`config.mk`:
```
export PLATFORM = sky130hd
export DESIGN_NAME = ysyx_axi_arbiter_n
export DESIGN_NICKNAME = d
export VERILOG_FILES = /design/src/rtl/ysyx_axi_arbiter_n.sv
export SDC_FILE = /design/constraint.sdc
export NUM_CORES = 1
export LEC_CHECK = 0
export BUFFER_PORTS_ARGS = -buffer_cell sky130_fd_sc_hd__buf_4
export CORE_AREA = 2 2 164 166
export CTS_CLUSTER_SIZE = 8
export DETAILED_ROUTE_END_ITERATION = 10
export DIE_AREA = 0 0 166 168
export MAX_ROUTING_LAYER = met4
export SLEW_MARGIN = 20
export SYNTH_ARGS = -nofsm -noshare
export SYNTH_HDL_FRONTEND = slang
export SYNTH_SLANG_ARGS = --single-unit
```
`constraint.sdc`:
```
create_clock -name clk -period 2.5 [get_ports clk]
set_clock_uncertainty 0.15 [all_clocks]
set_input_delay 0.125 -clock clk [delete_from_list [all_inputs] [get_ports clk]]
set_output_delay 0.125 -clock clk [all_outputs]
set_load 0.02 [all_outputs]
```
`src/rtl/ysyx_axi_arbiter_n.sv`:
```
// N-master arbiter onto one AXI4 port: one outstanding single-beat transaction, 32-bit master lanes onto a 64-bit bus.
// Define YSYX_ARB_RR_EN for round-robin arbitration; otherwise fixed priority (lowest index wins).
module ysyx_axi_arbiter_n #(
  parameter int NM     = 2,
  parameter int ADDR_W = 32,
  parameter int DATA_W = 32
) (
  input  logic                 clk,
  input  logic                 rst,
  input  logic [NM-1:0]        m_req,
  input  logic [NM-1:0]        m_we,
  input  logic [NM*ADDR_W-1:0] m_addr,
  input  logic [NM*DATA_W-1:0] m_wdata,
  input  logic [NM*4-1:0]      m_strb,
  output logic [NM-1:0]        m_done,
  output logic [DATA_W-1:0]    m_rdata,
  output logic                 m_err,
  output logic [ADDR_W-1:0]    io_master_araddr,
  output logic [2:0]           io_master_arsize,
  output logic [7:0]           io_master_arlen,
  output logic [1:0]           io_master_arburst,
  output logic [3:0]           io_master_arid,
  output logic                 io_master_arvalid,
  input  logic                 io_master_arready,
  input  logic [63:0]          io_master_rdata,
  input  logic [1:0]           io_master_rresp,
  input  logic                 io_master_rvalid,
  output logic                 io_master_rready,
  output logic [ADDR_W-1:0]    io_master_awaddr,
  output logic [2:0]           io_master_awsize,
  output logic [7:0]           io_master_awlen,
  output logic [1:0]           io_master_awburst,
  output logic [3:0]           io_master_awid,
  output logic                 io_master_awvalid,
  input  logic                 io_master_awready,
  output logic [63:0]          io_master_wdata,
  output logic [7:0]           io_master_wstrb,
  output logic                 io_master_wvalid,
  output logic                 io_master_wlast,
  input  logic                 io_master_wready,
  input  logic [1:0]           io_master_bresp,
  input  logic                 io_master_bvalid,
  output logic                 io_master_bready
);

  localparam int IW = (NM > 1) ? $clog2(NM) : 1;

  typedef enum logic [2:0] {
    S_IDLE,
    S_AR,
    S_R,
    S_AW_W,
    S_B
  } state_t;

  state_t              r_state;
  logic [IW-1:0]       r_winIdx;
  logic                r_we;
  logic [ADDR_W-1:0]   r_addr;
  logic [DATA_W-1:0]   r_wdata;
  logic [3:0]          r_strb;
  logic                r_arvalid;
  logic                r_rready;
  logic                r_awvalid;
  logic                r_wvalid;
  logic                r_bready;
  logic [NM-1:0]       r_done;
  logic                r_err;
  logic [DATA_W-1:0]   r_rdata;

  logic                w_anyReq;
  logic [IW-1:0]       w_winIdx;
  int                  w_sel;
  logic [NM-1:0]       w_winOneHot;
  logic [2:0]          w_size;
  logic [31:0]         w_wd32;
  logic [31:0]         w_wdShift;
  logic [7:0]          w_wstrb;
  logic [31:0]         w_rdWord;
  logic [31:0]         w_rdShift;
  logic [DATA_W-1:0]   w_rdLane;

  assign w_anyReq    = |m_req;
  assign w_sel       = int'(w_winIdx);
  assign w_winOneHot = {{(NM-1){1'b0}}, 1'b1} << r_winIdx;

`ifdef YSYX_ARB_RR_EN
  logic [IW-1:0] r_rrPtr;

  // Search begins one past the previous winner so every requester gets a turn.
  always_comb begin
    int   idx;
    logic found;
    idx      = 0;
    found    = 1'b0;
    w_winIdx = '0;
    for (int k = 0; k < NM; k++) begin
      idx = (int'(r_rrPtr) + k) % NM;
      if (!found && m_req[idx]) begin
        w_winIdx = IW'(idx);
        found    = 1'b1;
      end
    end
  end
`else
  always_comb begin
    w_winIdx = '0;
    for (int i = NM - 1; i >= 0; i--) begin
      if (m_req[i]) w_winIdx = IW'(i);
    end
  end
`endif

  always_comb begin
    case (r_strb)
      4'h1:    w_size = 3'd0;
      4'h3:    w_size = 3'd1;
      default: w_size = 3'd2;
    endcase
  end

  generate
    if (DATA_W == 32) begin : g_dw32
      assign w_wd32   = r_wdata;
      assign w_rdLane = w_rdShift;
    end else if (DATA_W > 32) begin : g_dwWide
      assign w_wd32   = r_wdata[31:0];
      assign w_rdLane = {{(DATA_W-32){1'b0}}, w_rdShift};
    end else begin : g_dwNarrow
      assign w_wd32   = {{(32-DATA_W){1'b0}}, r_wdata};
      assign w_rdLane = w_rdShift[DATA_W-1:0];
    end
  endgenerate

  // Lane steering: write data is duplicated into both halves so the strobe alone selects the bytes.
  assign w_wdShift = w_wd32 << {r_addr[1:0], 3'b000};
  assign w_wstrb   = {4'b0000, r_strb} << r_addr[2:0];
  assign w_rdWord  = r_addr[2] ? io_master_rdata[63:32] : io_master_rdata[31:0];
  assign w_rdShift = w_rdWord >> {r_addr[1:0], 3'b000};

  assign io_master_araddr  = r_addr;
  assign io_master_arsize  = w_size;
  assign io_master_arlen   = 8'd0;
  assign io_master_arburst = 2'b01;
  assign io_master_arid    = 4'd0;
  assign io_master_arvalid = r_arvalid;
  assign io_master_rready  = r_rready;
  assign io_master_awaddr  = r_addr;
  assign io_master_awsize  = w_size;
  assign io_master_awlen   = 8'd0;
  assign io_master_awburst = 2'b01;
  assign io_master_awid    = 4'd0;
  assign io_master_awvalid = r_awvalid;
  assign io_master_wdata   = {w_wdShift, w_wdShift};
  assign io_master_wstrb   = w_wstrb;
  assign io_master_wvalid  = r_wvalid;
  assign io_master_wlast   = r_wvalid;
  assign io_master_bready  = r_bready;
  assign m_done            = r_done;
  assign m_rdata           = r_rdata;
  assign m_err             = r_err;

  // IDLE skips the cycle in which m_done is showing, so a master still holding m_req is not re-granted.
  always_ff @(posedge clk or negedge rst) begin
    if (!rst) begin
      r_state   <= S_IDLE;
      r_winIdx  <= '0;
      r_we      <= 1'b0;
      r_addr    <= '0;
      r_wdata   <= '0;
      r_strb    <= '0;
      r_arvalid <= 1'b0;
      r_rready  <= 1'b0;
      r_awvalid <= 1'b0;
      r_wvalid  <= 1'b0;
      r_bready  <= 1'b0;
      r_done    <= '0;
      r_err     <= 1'b0;
      r_rdata   <= '0;
`ifdef YSYX_ARB_RR_EN
      r_rrPtr   <= '0;
`endif
    end else begin
      r_done <= '0;
      case (r_state)
        S_IDLE: begin
          if (w_anyReq && (r_done == '0)) begin
            r_winIdx <= w_winIdx;
            r_we     <= m_we[w_winIdx];
            r_addr   <= m_addr[w_sel*ADDR_W +: ADDR_W];
            r_wdata  <= m_wdata[w_sel*DATA_W +: DATA_W];
            r_strb   <= m_strb[w_sel*4 +: 4];
`ifdef YSYX_ARB_RR_EN
            r_rrPtr  <= (w_sel == NM - 1) ? '0 : w_winIdx + 1'b1;
`endif
            if (m_we[w_winIdx]) begin
              r_awvalid <= 1'b1;
              r_wvalid  <= 1'b1;
              r_state   <= S_AW_W;
            end else begin
              r_arvalid <= 1'b1;
              r_state   <= S_AR;
            end
          end
        end
        S_AR: begin
          if (io_master_arready) begin
            r_arvalid <= 1'b0;
            r_rready  <= 1'b1;
            r_state   <= S_R;
          end
        end
        S_R: begin
          if (io_master_rvalid) begin
            r_rready <= 1'b0;
            r_rdata  <= w_rdLane;
            r_err    <= |io_master_rresp;
            r_done   <= w_winOneHot;
            r_state  <= S_IDLE;
          end
        end
        S_AW_W: begin
          if (r_awvalid && io_master_awready) r_awvalid <= 1'b0;
          if (r_wvalid && io_master_wready)   r_wvalid  <= 1'b0;
          if ((!r_awvalid || io_master_awready) && (!r_wvalid || io_master_wready)) begin
            r_bready <= 1'b1;
            r_state  <= S_B;
          end
        end
        S_B: begin
          if (io_master_bvalid) begin
            r_bready <= 1'b0;
            r_err    <= |io_master_bresp;
            r_done   <= w_winOneHot;
            r_state  <= S_IDLE;
          end
        end
        default: r_state <= S_IDLE;
      endcase
    end
  end

endmodule

```
==> impl_metrics.ini, run 1 <==
[timing]
rsz0062_at_grt = no
fin_crit_sh_pct = 95.0
setup_viol = 0
tns_ns = 0
final_max_slew_viol_count = 0
hold_viol_final = 2
fin_ws_ns = 0.126
relSlewSlack_pct = 60.7
min_period_ns = 2.37
hold_ws_ns = -0.00430
worst_pin_slew_ns = 0.589
fmax_mhz = 421

[clock_network]
cts_tree = yes
path_clk_slew_ns = 0.08
cts_buffers = 9
clock-sinks = 112
ctsRootBufferMaster = clkbuf_16
htree_levels = 3
ctsLongestPathBuffers = 2
insertion_delay_ns = 0.35

[routing]
first_pass_iters = 5
routedWlPerCell_um = 16.9
viasPerCell = 4.57
remaining_drc_errors = 0
routed_wl_um = 25700
dr.first_iter.drc_count = 388
antenna_left = 0
vias = 6941

[finish]
stdcell_count = 1519
antenna_cells = 0
synthToLayoutAreaGrowth_pct = 61.7
final_cell_area_sq_mm = 0.0116
fin_nets = 1389
drive_gt1_share_pct = 39.6
final_core_util_pct = 44.1
fillCellCount = 2537

[synth]
avgSynthCellArea_sq_um = 9.93
yosysTopAreaCellShare_pct = 39.0
yosysTopAreaCell = dfrtp_1
netlist_top_cells_count = mux2i_1 (121), dfrtp_1 (112), buf_4 (102), nor2_1 (87), a21oi_1 (78)
synth_edf_count = 0
synth_seq_cells = 112
synth.most_common_cell = mux2i_1
yosys_warnings = 0
ys.flop_type = dfrtp_1
ys_top_cells_by_area = dfrtp_1 (39%), mux2i_1 (17%), buf_4 (11%)
netlist_instances = 723
syn-cell-area_sq_mm = 0.00718
synth_cell_type_count = 41
async_reset_ff_share_pct = 100
seq_area_frac_synth_pct = 39.0

[floorplanning]
num_rows = 60
core_sq_mm = 0.0264
floorplan.die.height_um = 168
dieArea_sq_mm = 0.0279
die_x_um = 166
start_util_pct = 27.2
io_pins = 426

[outcome]
status = complete, but fails checks
violations = hold timing

[critical_path]
crit_type = reg2reg
worstSetupEndpoint = m_err$_DFFE_PN0P_
startpoint = r_state[2]$_DFFE_PN0P_
crit_fanout = 11
required_ns = 2.64
rrSetupSlack_ns = 0.13
arrival_ns = 2.51
r2r_start = r_state[2]$_DFFE_PN0P_
rr_worst_depth = 5
cp-start-kind = flip-flop
cp-end-kind = flip-flop
r2r_end = m_err$_DFFE_PN0P_

[global_routing]
grt_use_met3_pct = 2.54
grt_overflow = 0
grtUsageMet1_pct = 22.1
grt_pass1_vias = 7072
grt_first_pass_wirelength_um = 39100
busiest_layer = met2
antenna_found_initial = 0
grt_max_degree = 72
use_met2_pct = 31.9
grt_use_total_pct = 18.2

[flow_run]
drv_cap = 0

[placement]
pre_cts_ws_ns = 0.524
dp_hpwl_um = 18900
port_buffers = 395
place_congestion = 0.836
placed_cells = 1364
dpl_cell_area_sq_mm = 0.00991

[power]
p_total_mw = 14.4
peakVddDrop_uv = 479
power_density_mw_per_mm2 = 1240
power_leakage_nw = 5.83

[hold_path]
hold_path_class = in2reg
[final cells by class]
type                    count  area [sq um]  share of cell area, %
repair buffers            558          4640                   40.0
multi-input cells         486          3420                   29.4
flip-flops and latches    112          2810                   24.2
well taps                 341           427                   3.67
clock buffers              10           229                   1.97
clock inverters             5          65.1                  0.560
inverters                   7          26.3                  0.226
[state kept, by name, summed over array words and instances, names as in the netlist, 2 cells and up]
register          count
io_master_araddr     32
m_done                2
m_rdata              32
r_state               3
r_strb                4
r_wdata              32
[power breakdown]
group          internal (mW)  total [mW]  switching, mW
Sequential              2.68        3.50          0.824
Clock                  0.786        1.48          0.698
Combinational           4.07        9.41           5.33
[worst min-delay path by stage]
stage / slack (ns) / end / depth (start not counted) / from
2_1_floorplan: -0.32 / io_master_araddr[0]$_DFFE_PN0P_ / 0 / rst
3_5_place_dp: -0.08 / io_master_araddr[11]$_DFFE_PN0P_ / 1 / rst
3_3_place_gp: -0.08 / io_master_araddr[30]$_DFFE_PN0P_ / 1 / rst
4_1_cts: 0.004 / io_master_araddr[2]$_DFFE_PN0P_ / 3 / m_addr[2]
5_1_grt: 0.007 / io_master_araddr[2]$_DFFE_PN0P_ / 3 / m_addr[2]
6_report: -0.004 / io_master_araddr[2]$_DFFE_PN0P_ / 3 / m_addr[2]
[placed cells by master, fill, tap and decap left out, types with 5 or more instances in the layout]
cell type	synthesis	routed
o2bb2ai_1	8	8
buf_4	102	410
dfrtp_1	112	108
a22o_1	8	8
a211oi_1	10	10
o31ai_1	9	9
inv_1	7	7
buf_12	0	8
dlygate4sd3_1	0	140
nand2_1	34	34
mux2_2	10	10
nor2b_1	10	10
and2_1	9	9
o21ai_0	22	22
nor3_1	5	5
clkbuf_16	0	9
mux4_2	16	16
conb_1	2	30
nor2_1	87	87
mux2i_1	121	121
a21oi_1	78	78
[routing by layer]
metal / up-vias / wire [um]
li1: 3319 / -
met1: 3343 / 10700
met2: 254 / 13300
met3: 25 / 1170
met4: 0 / 500
met5: - / 0
[cells by family (layout without fill, tap and decap cells)]
group / after synthesis / in the layout / share of synthesized area (%)
other: 2 / 30 / 0.105
AO/OA/AOI/OAI: 145 / 145 / 11.9
buffers and inverters: 153 / 580 / 15.0
AND/OR/NAND/NOR: 164 / 164 / 10.5
multiplexers: 147 / 147 / 23.5
flip-flops: 112 / 112 / 39.0
[worst max-delay path: stages (launching register included)]
cell,delay [ns]
dfrtp_1,0.51
nor3b_4,0.32
o211ai_1,0.12
dlygate4sd3_1,0.57
nand3_1,0.09
dlygate4sd3_1,0.56
[timing repair]
item	in CTS	in global routing
buffers inserted	0	0
gates resized for setup	0	2
hold endpoints to repair	185	0
hold buffers	140	0
setup endpoints to repair	0	1
Note: power is estimated with default switching activity, not from simulation.
==> run 2, diff against run 1 <==
- ABC_AREA: not set -> 1
- CELL_PAD_IN_SITES_DETAIL_PLACEMENT: not set -> 1
- CELL_PAD_IN_SITES_GLOBAL_PLACEMENT: not set -> 2
- CORE_AREA: 2 2 164 166 -> not set
- CORE_ASPECT_RATIO: not set -> 0.6
- CORE_MARGIN: not set -> 2
- CORE_UTILIZATION: not set -> 23
- DIE_AREA: 0 0 166 168 -> not set
- PLACE_DENSITY_LB_ADDON: not set -> 0.1
==> run 2 against run 1 <==
  * Die area is 23% higher
  * Synthesized cell count is 42% higher
  * Largest power group unchanged
  * Fmax is 0.66% higher
  * Worst setup slack better by 0.015 ns
  * Largest cell class unchanged
  * Global-route usage is 2.3 points higher
  * Clock power hardly changed
  * Via count is 23% higher
  * The run now ends clean
  * Core utilization is 6.2 points lower
  * Combinational power is 20% higher
  * Critical path depth is 2 higher
  * Sequential cell count stayed put
==> impl_metrics.ini, run 2 <==
[clock_network]
ctsLongestPathBuffers = 2
ctsRootBufferMaster = clkbuf_16
cts_buffers = 9
cts_tree = yes
clock-sinks = 112
path_clk_slew_ns = 0.08
htree_levels = 3
insertion_delay_ns = 0.38

[floorplanning]
start_util_pct = 23.3
core_sq_mm = 0.0324
num_rows = 51
die_x_um = 238
io_pins = 426
dieArea_sq_mm = 0.0343
floorplan.die.height_um = 144

[timing]
fin_crit_sh_pct = 94.3
min_period_ns = 2.36
hold_viol_final = 0
rsz0062_at_grt = no
relSlewSlack_pct = 58.2
tns_ns = 0
fmax_mhz = 424
setup_viol = 0
worst_pin_slew_ns = 0.627
final_max_slew_viol_count = 0

[routing]
first_pass_iters = 5
routed_wl_um = 35300
dr.first_iter.drc_count = 425
vias = 8557
viasPerCell = 4.47
antenna_left = 0
remaining_drc_errors = 0
routedWlPerCell_um = 18.5

[critical_path]
crit_fanout = 47
crit_type = reg2reg
cp-start-kind = flip-flop
arrival_ns = 2.53
critical-path-max-stage-delay_ns = 0.59
r2r_start = m_done[1]$_DFF_PN0_
cp-end-kind = flip-flop
cp_top_family = buffers and inverters
cp_cell_sequence = inv_1 -> nand2_1 -> nor2_2 -> nand2_8 -> buf_12 -> o31ai_2 -> dlygate4sd3_1
crit_buf_inv = 3
crit_slowest_cell = dlygate4sd3_1
cp.depth = 7
rrSetupSlack_ns = 0.14
r2r_end = r_wdata[26]$_DFFE_PN0P_
rr_worst_depth = 7
required_ns = 2.67

[synth]
ys_top_cells_by_area = dfrtp_1 (37%), nand2_1 (16%), buf_4 (10%)
synth_top_family_by_area = simple AND/OR/NAND/NOR gates
async_reset_ff_share_pct = 100
synth_cell_type_count = 31
synth_compound_area_share_pct = 19.9
netlist_top_cells_count = nand2_1 (317), dfrtp_1 (112), buf_4 (103), nor2_1 (102), a21oi_1 (97)
synthMuxAreaShare_pct = 0.929
synth.most_common_cell = nand2_1
synth_edf_count = 0
yosysTopAreaCell = dfrtp_1
yosys_warnings = 0
synth-simple-area-share_pct = 25.8
yosys.area_share.adder_pct = 0
synth_seq_cells = 112
syn-cell-area_sq_mm = 0.00754
netlist_instances = 1027
avgSynthCellArea_sq_um = 7.34
ys.flop_type = dfrtp_1
seq_area_frac_synth_pct = 37.2
yosysTopAreaCellShare_pct = 37.2
synthXorXnorAreaFrac_pct = 0

[power]
power_density_mw_per_mm2 = 1340
peakVddDrop_uv = 557
internal_power_mw = 8.34
seq_power_share_pct = 21.8
p_switching_mw = 8.04
power_leakage_nw = 6.22
share_comb_of_total_power_pct = 69.1
p_sw_share_pct = 49.1
p_clk_share_pct = 9.1

[hold_path]
hold_path_class = in2reg
holdCritStartpoint = io_master_rdata[29]
min_path_cells = 5
whs_endpoint = m_rdata[29]$_DFFE_PN0P_

[finish]
fin_nets = 1697
layout_common_cells = buf_4 (414), nand2_1 (317), dlygate4sd3_1 (162), dfrtp_1 (109), nor2_1 (101)
synthToLayoutAreaGrowth_pct = 62.5
drive_gt1_share_pct = 33.3
final_common_cell = buf_4
final_cell_area_sq_mm = 0.0123
stdcell_count = 1913

[global_routing]
grt_first_pass_wirelength_um = 52100
grt_use_total_pct = 20.6
antenna_found_initial = 2
grt_overflow = 0
grt_max_degree = 56
grt_pass1_vias = 8863

[placement]
dpl_cell_area_sq_mm = 0.0103
place_congestion = 0.804
dp_hpwl_um = 25500
port_buffers = 395
placed_cells = 1730

[outcome]
status = finished clean

[flow_run]
drv_cap = 0
==> run 2: cell count changes after synthesis, moves of 10 or more <==
cell	change
nor2b_1	-10
nor2_1	+15
o31ai_2	+39
o21ai_0	+13
clkbuf_1	+21
mux4_2	-16
inv_1	+24
a211oi_1	-10
nand3_1	+45
mux2_2	-10
a21oi_1	+19
o31ai_1	+20
mux2i_1	-114
nand2_1	+283
==> run 2: timing repair <==
item                                    in CTS  in global routing
endpoints found under the hold margin      131                  0
endpoints found under the setup margin       0                 44
resized for setup                            0                  2
buffers inserted                             0                  2
hold buffers                               162                  0
==> run 2: logic make-up (layout without fill, tap and decap cells) <==
group | Yosys count | in the layout
DFF | 112 | 112
and+or+nand+nor | 485 | 486
buffers and inverters | 202 | 633
AOI/OAI and AO/OA | 219 | 219
other | 2 | 32
muxes | 7 | 7
==> run 2: worst min-delay path: stages <==
cell     delay (ns)
buf_4          0.11
nand2_1        0.08
a21oi_1        0.09
nand2_1        0.07
nand2_1        0.04
==> run 2: final cells by class <==
class                   instances  area [sq um]
fillers                      3977         20100
repair buffers                582          4840
multi-input cells             742          3660
flip-flops and latches        112          2810
well taps                     424           531
clock buffers                   9           225
inverters                      35           131
clock inverters                 7          56.3
diodes                          2          5.00
==> run 2: per-layer routing <==
metal	part of all wire, %	GRT usage [%]	vias up
met5	0	-	-
met4	1.1	4.50	0
met3	4.2	3.99	21
met2	48	33.0	201
met1	47	27.0	4189
li1	-	-	4146
==> run 2: stage by stage <==
stage	power [mW]	setup WS [ns]	hold WS, ns	util, %
2_1_floorplan	10.1	0.452	-0.321	-
3_3_place_gp	13.4	0.625	0.0155	31.9
3_5_place_dp	13.5	0.551	0.0186	31.9
4_1_cts	16.4	0.0168	0.00326	37.8
5_1_grt	17.6	0.0115	0.0303	37.9
6_report	16.4	0.142	0.0178	37.9
==> run 2: worst max-delay path by stage <==
stage | start | endpoint | slack, ns
after detailed placement | r_state[0]$_DFFE_PN0P_ | r_wdata[3]$_DFFE_PN0P_ | 0.55
after floorplan | io_master_araddr[0]$_DFFE_PN0P_ | io_master_wdata[60] | 0.45
after CTS | r_state[0]$_DFFE_PN0P_ | r_wdata[30]$_DFFE_PN0P_ | 0.02
after global routing | io_master_araddr[0]$_DFFE_PN0P_ | io_master_wstrb[6] | 0.01
final | m_done[1]$_DFF_PN0_ | r_wdata[26]$_DFFE_PN0P_ | 0.14
after global placement | m_req[1] | r_wdata[28]$_DFFE_PN0P_ | 0.63
==> run 2: power groups by stage <==
stage	Sequential, mW	Clock [mW]	Combinational, mW
detailed placement	3.58	0	9.95
global placement	3.59	0	9.82
CTS	3.57	1.56	11.3
floorplan	3.89	0	6.22
finish	3.57	1.49	11.3
global route	3.70	1.61	12.3
==> run 3, diff against run 2 <==
- CELL_PAD_IN_SITES_DETAIL_PLACEMENT: 1 -> 2
==> run 3 against run 2 <==
  * Combinational power hardly changed
  * First-iteration DRC count is 13% lower
  * Largest power group unchanged
  * Routed wire length is 8.4% higher
  * Highest routed layer unchanged
  * Worst setup slack worse by 0.0038 ns
  * Clock-buffer cell count is 1 higher
==> impl_metrics.ini, run 3 (synthesis results as in run 2) <==
[finish]
synthToLayoutAreaGrowth_pct = 62.2
fin_nets = 1689
final_common_cell = buf_4
layout_common_cells = buf_4 (413), nand2_1 (317), dlygate4sd3_1 (154), dfrtp_1 (109), nor2_1 (101)
drive_gt1_share_pct = 33.5

[critical_path]
cp-end-kind = flip-flop
rr_worst_depth = 8
cp_cell_sequence = inv_2 -> nand2_1 -> nor2_4 -> nand2_8 -> buf_12 -> nand2_1 -> o31ai_2 -> dlygate4sd3_1
critical-path-max-stage-delay_ns = 0.56
crit_fanout = 47
crit_slowest_cell = dlygate4sd3_1
crit_type = reg2reg
cp-start-kind = flip-flop
arrival_ns = 2.48
crit_path_frequent_cell = nand2_1
required_ns = 2.62

[clock_network]
cts_tree = yes
htree_levels = 3
ctsRootBufferMaster = clkbuf_16
clock-sinks = 112
path_clk_slew_ns = 0.08
cts_buffers = 9
insertion_delay_ns = 0.38
ctsLongestPathBuffers = 2

[timing]
fin_crit_sh_pct = 94.5
min_period_ns = 2.36
final_max_slew_viol_count = 0
tns_ns = 0
relSlewSlack_pct = 57.4
fin_ws_ns = 0.138
setup_viol = 0
worst_pin_slew_ns = 0.638
rsz0062_at_grt = no
hold_viol_final = 0
fmax_mhz = 423
hold_ws_ns = 0.0147

[placement]
pre_cts_ws_ns = 0.538
place_congestion = 0.804
port_buffers = 395
dp_hpwl_um = 27000

[global_routing]
grt_use_total_pct = 22.5
grt_first_pass_wirelength_um = 56900
grt_overflow = 0
grt_pass1_vias = 9578
grt_max_degree = 56
antenna_found_initial = 2

[floorplanning]
dieArea_sq_mm = 0.0343
core_sq_mm = 0.0324
start_util_pct = 23.3
io_pins = 426
die_x_um = 238
num_rows = 51
floorplan.die.height_um = 144

[routing]
routed_wl_um = 38300
dr.first_iter.drc_count = 370
remaining_drc_errors = 0
antenna_left = 0
first_pass_iters = 4
vias = 8713
viasPerCell = 4.57
routedWlPerCell_um = 20.1

[hold_path]
hold_path_class = in2reg
min_path_cells = 5

[power]
peakVddDrop_uv = 463
power_density_mw_per_mm2 = 1370
power_leakage_nw = 6.22

[flow_run]
drv_cap = 0

[outcome]
status = finished clean
==> run 3: worst paths after layout <==
kind	slack, ns	end	from
setup / recovery	0.14	r_wdata[26]$_DFFE_PN0P_	r_state[0]$_DFFE_PN0P_
hold / removal	0.01	m_rdata[0]$_DFFE_PN0P_	io_master_rdata[32]
setup reg to reg	0.14	r_wdata[26]$_DFFE_PN0P_	r_state[0]$_DFFE_PN0P_
hold reg to reg	0.33	m_done[0]$_DFF_PN0_	r_winIdx$_DFFE_PN0P_
max in group asynchronous	1.34	m_rdata[5]$_DFFE_PN0P_	rst
min in group asynchronous	0.16	io_master_araddr[11]$_DFFE_PN0P_	rst
==> run 3: timing repair <==
item | in CTS | in global routing
setup buffers | 0 | 1
gates resized for setup | 0 | 5
endpoints found under the hold margin | 128 | 0
hold buffers | 154 | 0
endpoints found under the setup margin | 0 | 45
==> run 3: where the power goes <==
part           switching (mW)  internal [mW]  total (mW)  leakage [nW]
Combinational            6.55           4.99        11.5          4.68
Clock                   0.802          0.797        1.60         0.146
Sequential              0.907           2.69        3.60          1.39
==> run 3: per-layer routing <==
metal | share of wire, % | GRT usage, %
met5 | 0 | -
met4 | 1.3 | 4.63
met3 | 4.7 | 4.73
met2 | 49 | 37.6
met1 | 45 | 28.3
==> run 3: cell type report <==
cell class                      count  area, sq um
Antenna cell                        2         5.00
Clock buffer                       10          229
Clock inverter                      6         75.1
Fill cell                        3769        20100
Inverter                           35          131
Multi-Input combinational cell    742         3670
Sequential cell                   112         2810
Tap cell                          424          531
Timing Repair Buffer              574         4790
==> run 3: critical path: cells and delay by family (launching register included) <==
| family | cells | cell delay, ns |
|---|---|---|
| AO/OA/AOI/OAI | 1 | 0.07 |
| buffers and inverters | 3 | 0.89 |
| flip-flops | 1 | 0.47 |
| AND/OR/NAND/NOR | 4 | 0.61 |
==> run 3: per-stage QoR <==
step	utilization [%]	power [mW]	area, sq um	instances
floorplan	-	10.1	7650	1055
global placement	31.9	13.4	10300	1730
detailed placement	31.9	13.7	10300	1730
CTS	37.6	16.6	12200	1900
global route	37.8	18.0	12200	1905
finish	37.8	16.7	12200	1905
